### src/rtl/smartlift_pkg.sv
// -----------------------------------------------------------------------------
// smartlift_pkg
// Shared types and constants for the SmartLift elevator controller.
//   state_t        : controller state (IDLE, MOVE, DOOR_OPEN)
//   SEG_0..SEG_9   : active-low seven-segment patterns, bit order {g,f,e,d,c,b,a}
//   SEG_BLANK      : all segments off
//   SEG_UNDERSCORE : only segment d lit
//   max_int()      : elaboration-time helper for sizing the shared timer
// -----------------------------------------------------------------------------
package smartlift_pkg;

   typedef enum logic [1:0] {
      IDLE,
      MOVE,
      DOOR_OPEN
   } state_t;

   localparam logic [6:0] SEG_0          = 7'b1000000;
   localparam logic [6:0] SEG_1          = 7'b1111001;
   localparam logic [6:0] SEG_2          = 7'b0100100;
   localparam logic [6:0] SEG_3          = 7'b0110000;
   localparam logic [6:0] SEG_4          = 7'b0011001;
   localparam logic [6:0] SEG_5          = 7'b0010010;
   localparam logic [6:0] SEG_6          = 7'b0000010;
   localparam logic [6:0] SEG_7          = 7'b1111000;
   localparam logic [6:0] SEG_8          = 7'b0000000;
   localparam logic [6:0] SEG_9          = 7'b0010000;
   localparam logic [6:0] SEG_BLANK      = 7'b1111111;
   localparam logic [6:0] SEG_UNDERSCORE = 7'b1110111;

   function automatic int max_int(input int a, input int b);
      return (a > b) ? a : b;
   endfunction

endpackage

### src/rtl/seg7_dec.sv
// -----------------------------------------------------------------------------
// seg7_dec
// Combinational floor-index to seven-segment decoder. The parent registers
// the result, so this block adds no state.
//   idx : floor index, W bits
//   seg : active-low pattern {g,f,e,d,c,b,a}; indices above 9 show blank
// -----------------------------------------------------------------------------
module seg7_dec
   import smartlift_pkg::*;
#(
   parameter int W = 4
) (
   input  logic [W-1:0] idx,
   output logic [6:0]   seg
);

   // NOTE: every output of an always_comb gets a value on every path (here the
   // default arm); a missing assignment would infer a latch.
   always_comb begin
      case (int'(idx))
         0:       seg = SEG_0;
         1:       seg = SEG_1;
         2:       seg = SEG_2;
         3:       seg = SEG_3;
         4:       seg = SEG_4;
         5:       seg = SEG_5;
         6:       seg = SEG_6;
         7:       seg = SEG_7;
         8:       seg = SEG_8;
         9:       seg = SEG_9;
         default: seg = SEG_BLANK;
      endcase
   end

endmodule

### src/rtl/smartlift_ctrl.sv
// -----------------------------------------------------------------------------
// smartlift_ctrl
// Multi-request elevator controller. Latches any number of floor requests and
// serves them in SCAN order: keep the travel direction while requests lie
// ahead, reverse only when nothing is left ahead. Floor-to-floor travel and
// door dwell are timed by one shared down-counter.
//   CLOCK_50 : clock, rising edge
//   RESET    : asynchronous, active-high
//   REQ      : request vector, sampled when REQ_STB=1
//   REQ_STB  : single-cycle request strobe (synchronous)
//   FLOOR    : current floor index
//   PENDING  : latched, unserved requests
//   MOVING   : car in transit
//   DIR_UP   : current/last travel direction, 1 = up
//   LED_G    : door open
//   LED_R    : door closed (always ~LED_G)
//   HEX1     : current floor, active-low seven-segment {g..a}
// All outputs are registered.
// -----------------------------------------------------------------------------
module smartlift_ctrl
   import smartlift_pkg::*;
#(
   parameter  int N_FLOORS        = 9,
   parameter  int TICKS_PER_FLOOR = 50_000_000,
   parameter  int DOOR_TICKS      = 100_000_000,
   localparam int FW              = $clog2(N_FLOORS)
) (
   input  logic                CLOCK_50,
   input  logic                RESET,
   input  logic [N_FLOORS-1:0] REQ,
   input  logic                REQ_STB,
   output logic [FW-1:0]       FLOOR,
   output logic [N_FLOORS-1:0] PENDING,
   output logic                MOVING,
   output logic                DIR_UP,
   output logic                LED_G,
   output logic                LED_R,
   output logic [6:0]          HEX1
);

   // One counter serves both the travel and the dwell phases.
   localparam int             TW        = $clog2(max_int(TICKS_PER_FLOOR, DOOR_TICKS) + 1);
   localparam logic [TW-1:0]  MOVE_LOAD = TW'(TICKS_PER_FLOOR);
   localparam logic [TW-1:0]  DOOR_LOAD = TW'(DOOR_TICKS);
   localparam logic [TW-1:0]  TIMER_ONE = TW'(1);

   state_t              state;
   logic [TW-1:0]       timer;

   logic [N_FLOORS-1:0] req_in;      // strobed request vector
   logic [N_FLOORS-1:0] above;       // pending requests strictly above FLOOR
   logic [N_FLOORS-1:0] below;       // pending requests strictly below FLOOR
   logic [N_FLOORS-1:0] own_hot;     // one-hot of FLOOR
   logic [N_FLOORS-1:0] step_hot;    // one-hot of the floor the car steps into
   logic [N_FLOORS-1:0] latch_mask;  // request bits allowed into PENDING
   logic [N_FLOORS-1:0] clr_mask;    // request served on arrival this cycle
   logic [FW-1:0]       floor_step;
   logic [6:0]          seg_step;
   logic                ahead;
   logic                behind;
   logic                go_move;
   logic                reverse;
   logic                door_state;
   logic                own_req;
   logic                step;
   logic                arrive;

   always_comb begin
      req_in     = REQ_STB ? REQ : '0;
      floor_step = DIR_UP ? (FLOOR + FW'(1)) : (FLOOR - FW'(1));
      above      = '0;
      below      = '0;
      own_hot    = '0;
      step_hot   = '0;
      for (int i = 0; i < N_FLOORS; i++) begin
         above[i]    = PENDING[i] && (i > int'(FLOOR));
         below[i]    = PENDING[i] && (i < int'(FLOOR));
         own_hot[i]  = (i == int'(FLOOR));
         step_hot[i] = (i == int'(floor_step));
      end

      // Direction decisions look only at registered PENDING, so a request
      // reaches the car one cycle after it is latched.
      ahead   = DIR_UP ? (|above) : (|below);
      behind  = DIR_UP ? (|below) : (|above);
      go_move = ahead || behind;
      reverse = !ahead && behind;

      // While the car stands at a floor, a request for that floor is served
      // by the door directly and never becomes a pending bit.
      door_state = (state != MOVE);
      own_req    = door_state && (|(req_in & own_hot));
      latch_mask = door_state ? ~own_hot : '1;

      step     = (state == MOVE) && (timer == TIMER_ONE);
      arrive   = step && (|(PENDING & step_hot));
      clr_mask = arrive ? step_hot : '0;
   end

   // Decode the floor being stepped into, so HEX1 and FLOOR change together.
   seg7_dec #(
      .W (FW)
   ) u_seg7_dec (
      .idx (floor_step),
      .seg (seg_step)
   );

   // NOTE: state and outputs are assigned with <= only; blocking assignments
   // in a clocked block create ordering-dependent simulation races.
   always_ff @(posedge CLOCK_50 or posedge RESET) begin
      if (RESET) begin
         state   <= IDLE;
         timer   <= '0;
         FLOOR   <= '0;
         PENDING <= '0;
         DIR_UP  <= 1'b1;
         MOVING  <= 1'b0;
         LED_G   <= 1'b0;
         LED_R   <= 1'b1;
         HEX1    <= SEG_0;
      end else begin
         // Arrival clear wins over a same-cycle request for that floor.
         PENDING <= (PENDING | (req_in & latch_mask)) & ~clr_mask;

         case (state)
            IDLE: begin
               if (own_req) begin
                  state <= DOOR_OPEN;
                  timer <= DOOR_LOAD;
                  LED_G <= 1'b1;
                  LED_R <= 1'b0;
               end else if (go_move) begin
                  state  <= MOVE;
                  timer  <= MOVE_LOAD;
                  MOVING <= 1'b1;
                  if (reverse) DIR_UP <= ~DIR_UP;
               end
            end

            MOVE: begin
               if (step) begin
                  FLOOR <= floor_step;
                  HEX1  <= seg_step;
                  if (arrive) begin
                     state  <= DOOR_OPEN;
                     timer  <= DOOR_LOAD;
                     MOVING <= 1'b0;
                     LED_G  <= 1'b1;
                     LED_R  <= 1'b0;
                  end else begin
                     timer <= MOVE_LOAD;
                  end
               end else begin
                  timer <= timer - TIMER_ONE;
               end
            end

            DOOR_OPEN: begin
               if (own_req) begin
                  // Someone pressed this floor again: hold the door.
                  timer <= DOOR_LOAD;
               end else if (timer == TIMER_ONE) begin
                  LED_G <= 1'b0;
                  LED_R <= 1'b1;
                  if (go_move) begin
                     state  <= MOVE;
                     timer  <= MOVE_LOAD;
                     MOVING <= 1'b1;
                     if (reverse) DIR_UP <= ~DIR_UP;
                  end else begin
                     state <= IDLE;
                     timer <= '0;
                  end
               end else begin
                  timer <= timer - TIMER_ONE;
               end
            end

            default: begin
               state  <= IDLE;
               timer  <= '0;
               MOVING <= 1'b0;
               LED_G  <= 1'b0;
               LED_R  <= 1'b1;
            end
         endcase
      end
   end

endmodule
### config.mk
export PLATFORM = sky130hd
export DESIGN_NAME = smartlift_ctrl
export DESIGN_NICKNAME = d
export VERILOG_FILES = /design/src/rtl/smartlift_pkg.sv /design/src/rtl/seg7_dec.sv /design/src/rtl/smartlift_ctrl.sv
export SDC_FILE = /design/constraint.sdc
export NUM_CORES = 1
export LEC_CHECK = 0
export CORE_MARGIN = 2
export CORE_UTILIZATION = 57
export DETAILED_ROUTE_END_ITERATION = 8
export GPL_TIMING_DRIVEN = 0
export PLACE_DENSITY = 0.8
export SYNTH_ARGS = -nofsm -noshare
export SYNTH_HDL_FRONTEND = slang
export SYNTH_SLANG_ARGS = --single-unit
### constraint.sdc
create_clock -name CLOCK_50 -period 3.8 [get_ports CLOCK_50]
set_clock_uncertainty 0.1 [all_clocks]
set_input_delay 0.76 -clock CLOCK_50 [delete_from_list [all_inputs] [get_ports CLOCK_50]]
set_output_delay 0.76 -clock CLOCK_50 [all_outputs]
set_load 0.01 [all_outputs]
==> out/metrics.yaml <==
outcome: "finished clean"
drc: 0
finalWirelength_mm: 9.261
synth_compound_area_share_pct: 26.98
synth_top_family_by_area: "compound AO/OA/AOI/OAI gates"
powerDensity_nw_per_um2: 316.2
cp_top_family: "adder cells"
crit_type: "reg -> reg"
num-fill-cells: 511
critPathBufInv: 2
grt-busiest-layer: "met2"
cpPeakStageDelay_ps: 550
r2r_slack_ps: 350
holdCritPathClass: "reg -> reg"
synth_xor_area_share_pct: 1.495
tns_ps: 0
critPathArrivalTime_ps: 3520
post_cts_resize_count: 0
pre_cts_ws_ps: 245.6
cpMaxStageDelayCell: "dfrtp_1"
irDropWorstVdd_mv: 0.3079
firstDrtPassIters: 5
synth_simple_gate_area_share_pct: 23.88
grtUsageTotal_pct: 28.51
tritoncts: "done"
power_leakage_uw: 0.001604
cts_buffers: 5
synthesis.nets: 434
synth_ff_type: "dfrtp_1"
wl_per_cell_um: 17.47
drive_gt1_share_pct: 10.33
ctsHoldBuffers: 0
layout_common_cells: "dfrtp_1, nor2_1, nand2_1, clkdlybuf4s50_1, o21ai_1"
async_reset_ff_share_pct: 100.0
clock-sinks: 53
core_um2: 5956
initial_core_util_pct: 59.03
via_per_inst: 6.526
clockBufferDepth: 2
hold_viol: 0
grt_use_met3_pct: 5.109
rsz0062_at_grt: "false"
grt_pass1_wl_mm: 15.11
cts_setup_buffers: 0
ys_ff_latch: 53
areaGrowthSynthToFinish_pct: 15.98
die_h_um: 82.54
gp_congestion: 0.9569
synth_area_leaders: "dfrtp_1, nand2_1, nor2_1"
ant_nets: 0
route.vias.total: 3459
worstMarginPinSlew_ps: 750.9
relSlewSlack_pct: 49.48
die_area_um2: 6812
place.port_buffers: 35
dieWidth_um: 82.54
path_clk_slew_ps: 100
antenna_found_initial: 0
rows: 28
clockRootBuffer: "clkbuf_8"
grt_max_degree: 40
crit_chain: "inv_1, ha_1, xnor2_1, inv_1, ha_1, a22oi_1, nand2_1, mux2i_1, mux2_4, nor2_2, a21oi_2, o311ai_1"
grt_pass1_vias: 3117
synth.top_cell.area_share_pct: 35.59
synth_cell_types: 67
critPathRequiredTime_ps: 3870
top_level_ports: 36
synth-edff-count: 0
fin_crit_ps: 3451
clk_latency_ps: 310
critPathMaxFanout: 9
ys_warn_count: 0
syn-mean-instance-area_um2: 8.554
initialDrtViolationCount: 491
slew_viol_final: 0
overflow: 0
dp_hpwl_mm: 6.704
netlist_instances: 411
synthesis.area_um2: 3516
setup_viol: 0
crit_path_end_kind: "flop"
fmax_ghz: 0.2898
fin_crit_sh_pct: 90.81
yosysTopAreaCell: "dfrtp_1"
synth-adder-area-share_pct: 4.199
fin_hold_ws_ps: 371.8
h-tree-depth: 2
synth.area.mux_share_pct: 1.601
fin_ws_ps: 349.3
diodes: 0
final_nets: 477
grt_util_met2_pct: 43.31
crit_path_start_kind: "flop"
cap_viol_max_count: 0
synth-seq-area-share_pct: 37.83
met1_usage_pct: 42.10
final_common_cell: "dfrtp_1"
[layer usage]
| metal | vias to the layer above | wire length (µm) | share of wire (%) |
|---|---|---|---|
| li1 | 1621 | - | - |
| met1 | 1654 | 4244 | 46 |
| met2 | 174 | 4205 | 45 |
| met3 | 10 | 727 | 7.9 |
| met4 | 0 | 84 | 0.91 |
| met5 | - | 0 | 0 |
[registers in the layout (all words and copies together) (netlist names)]
name / count
LED_R: 1
MOVING: 1
HEX1: 7
LED_G: 1
DIR_UP: 1
PENDING: 9
FLOOR: 4
timer: 27
state: 2
[tightest hold or removal path, cell delays in order, from the launching register on]
cell and delay, ps:
dfstp_2 380, nand2_1 40, o21ai_1 50
[kinds of logic (layout without fill, tap and decap cells)]
family | after synthesis | after routing
buffers and inverters | 30 | 74
multiplexers | 5 | 5
adder cells (fa/ha/maj) | 12 | 12
AO/OA/AOI/OAI | 143 | 143
AND/OR/NAND/NOR | 162 | 162
flip-flops | 53 | 53
XOR/XNOR | 6 | 6
[per-stage QoR]
stage,power [µW],instance area [µm²],util [%],std cells
2_1_floorplan,884.5,3516,-,411
3_3_place_gp,942.1,3960,66.49,521
3_5_place_dp,956.5,3980,66.83,522
4_1_cts,1293,4074,68.40,530
5_1_grt,1356,4078,68.47,530
6_report,1289,4078,68.47,530
[cell type report]
type,instances,area (µm²),area share [%]
buffer,19,100.1,2.455
clock buffer,7,86.33,2.117
clock inverter,1,7.507,0.1841
inverter,11,41.29,1.013
multi-input combinational,328,2048,50.23
sequential,53,1330,32.62
tap,75,93.84,2.301
timing repair buffer,36,370.4,9.083
[power breakdown]
part / total (µW) / switching, µW / internal (µW)
registers: 691 / 77.9 / 613
clock network: 340 / 192 / 149
logic: 258 / 144 / 114
total: 1290 / 414 / 876
[final timing paths]
| kind | from | end | cells past startpoint |
|---|---|---|---|
| min in group asynchronous | RESET | timer[17] | 2 |
| max | FLOOR[0] | timer[8] | 12 |
| min | HEX1[6] | HEX1[6] | 2 |
| min reg2reg | HEX1[6] | HEX1[6] | 2 |
| max reg2reg | FLOOR[0] | timer[8] | 12 |
| max in group asynchronous | RESET | LED_R | 3 |
[Yosys cell counts, drive strengths merged (3+ instances only)]
master   n
a211oi   3
clkbuf   8
mux2i    3
or3      3
a22o    10
a31oi   10
o21ai   42
o31ai    3
o22ai   11
or2      3
nor4    10
ha      11
a22oi    8
xnor2    5
dfrtp   50
nand2   44
nand2b   6
buf     11
inv     11
nor3    13
nor2    45
or4      6
nand4    5
nand3   15
dfstp    3
a21o     6
o41ai    3
o211ai   3
nor2b    3
a21oi   28
(Power assumes the default switching activity.)
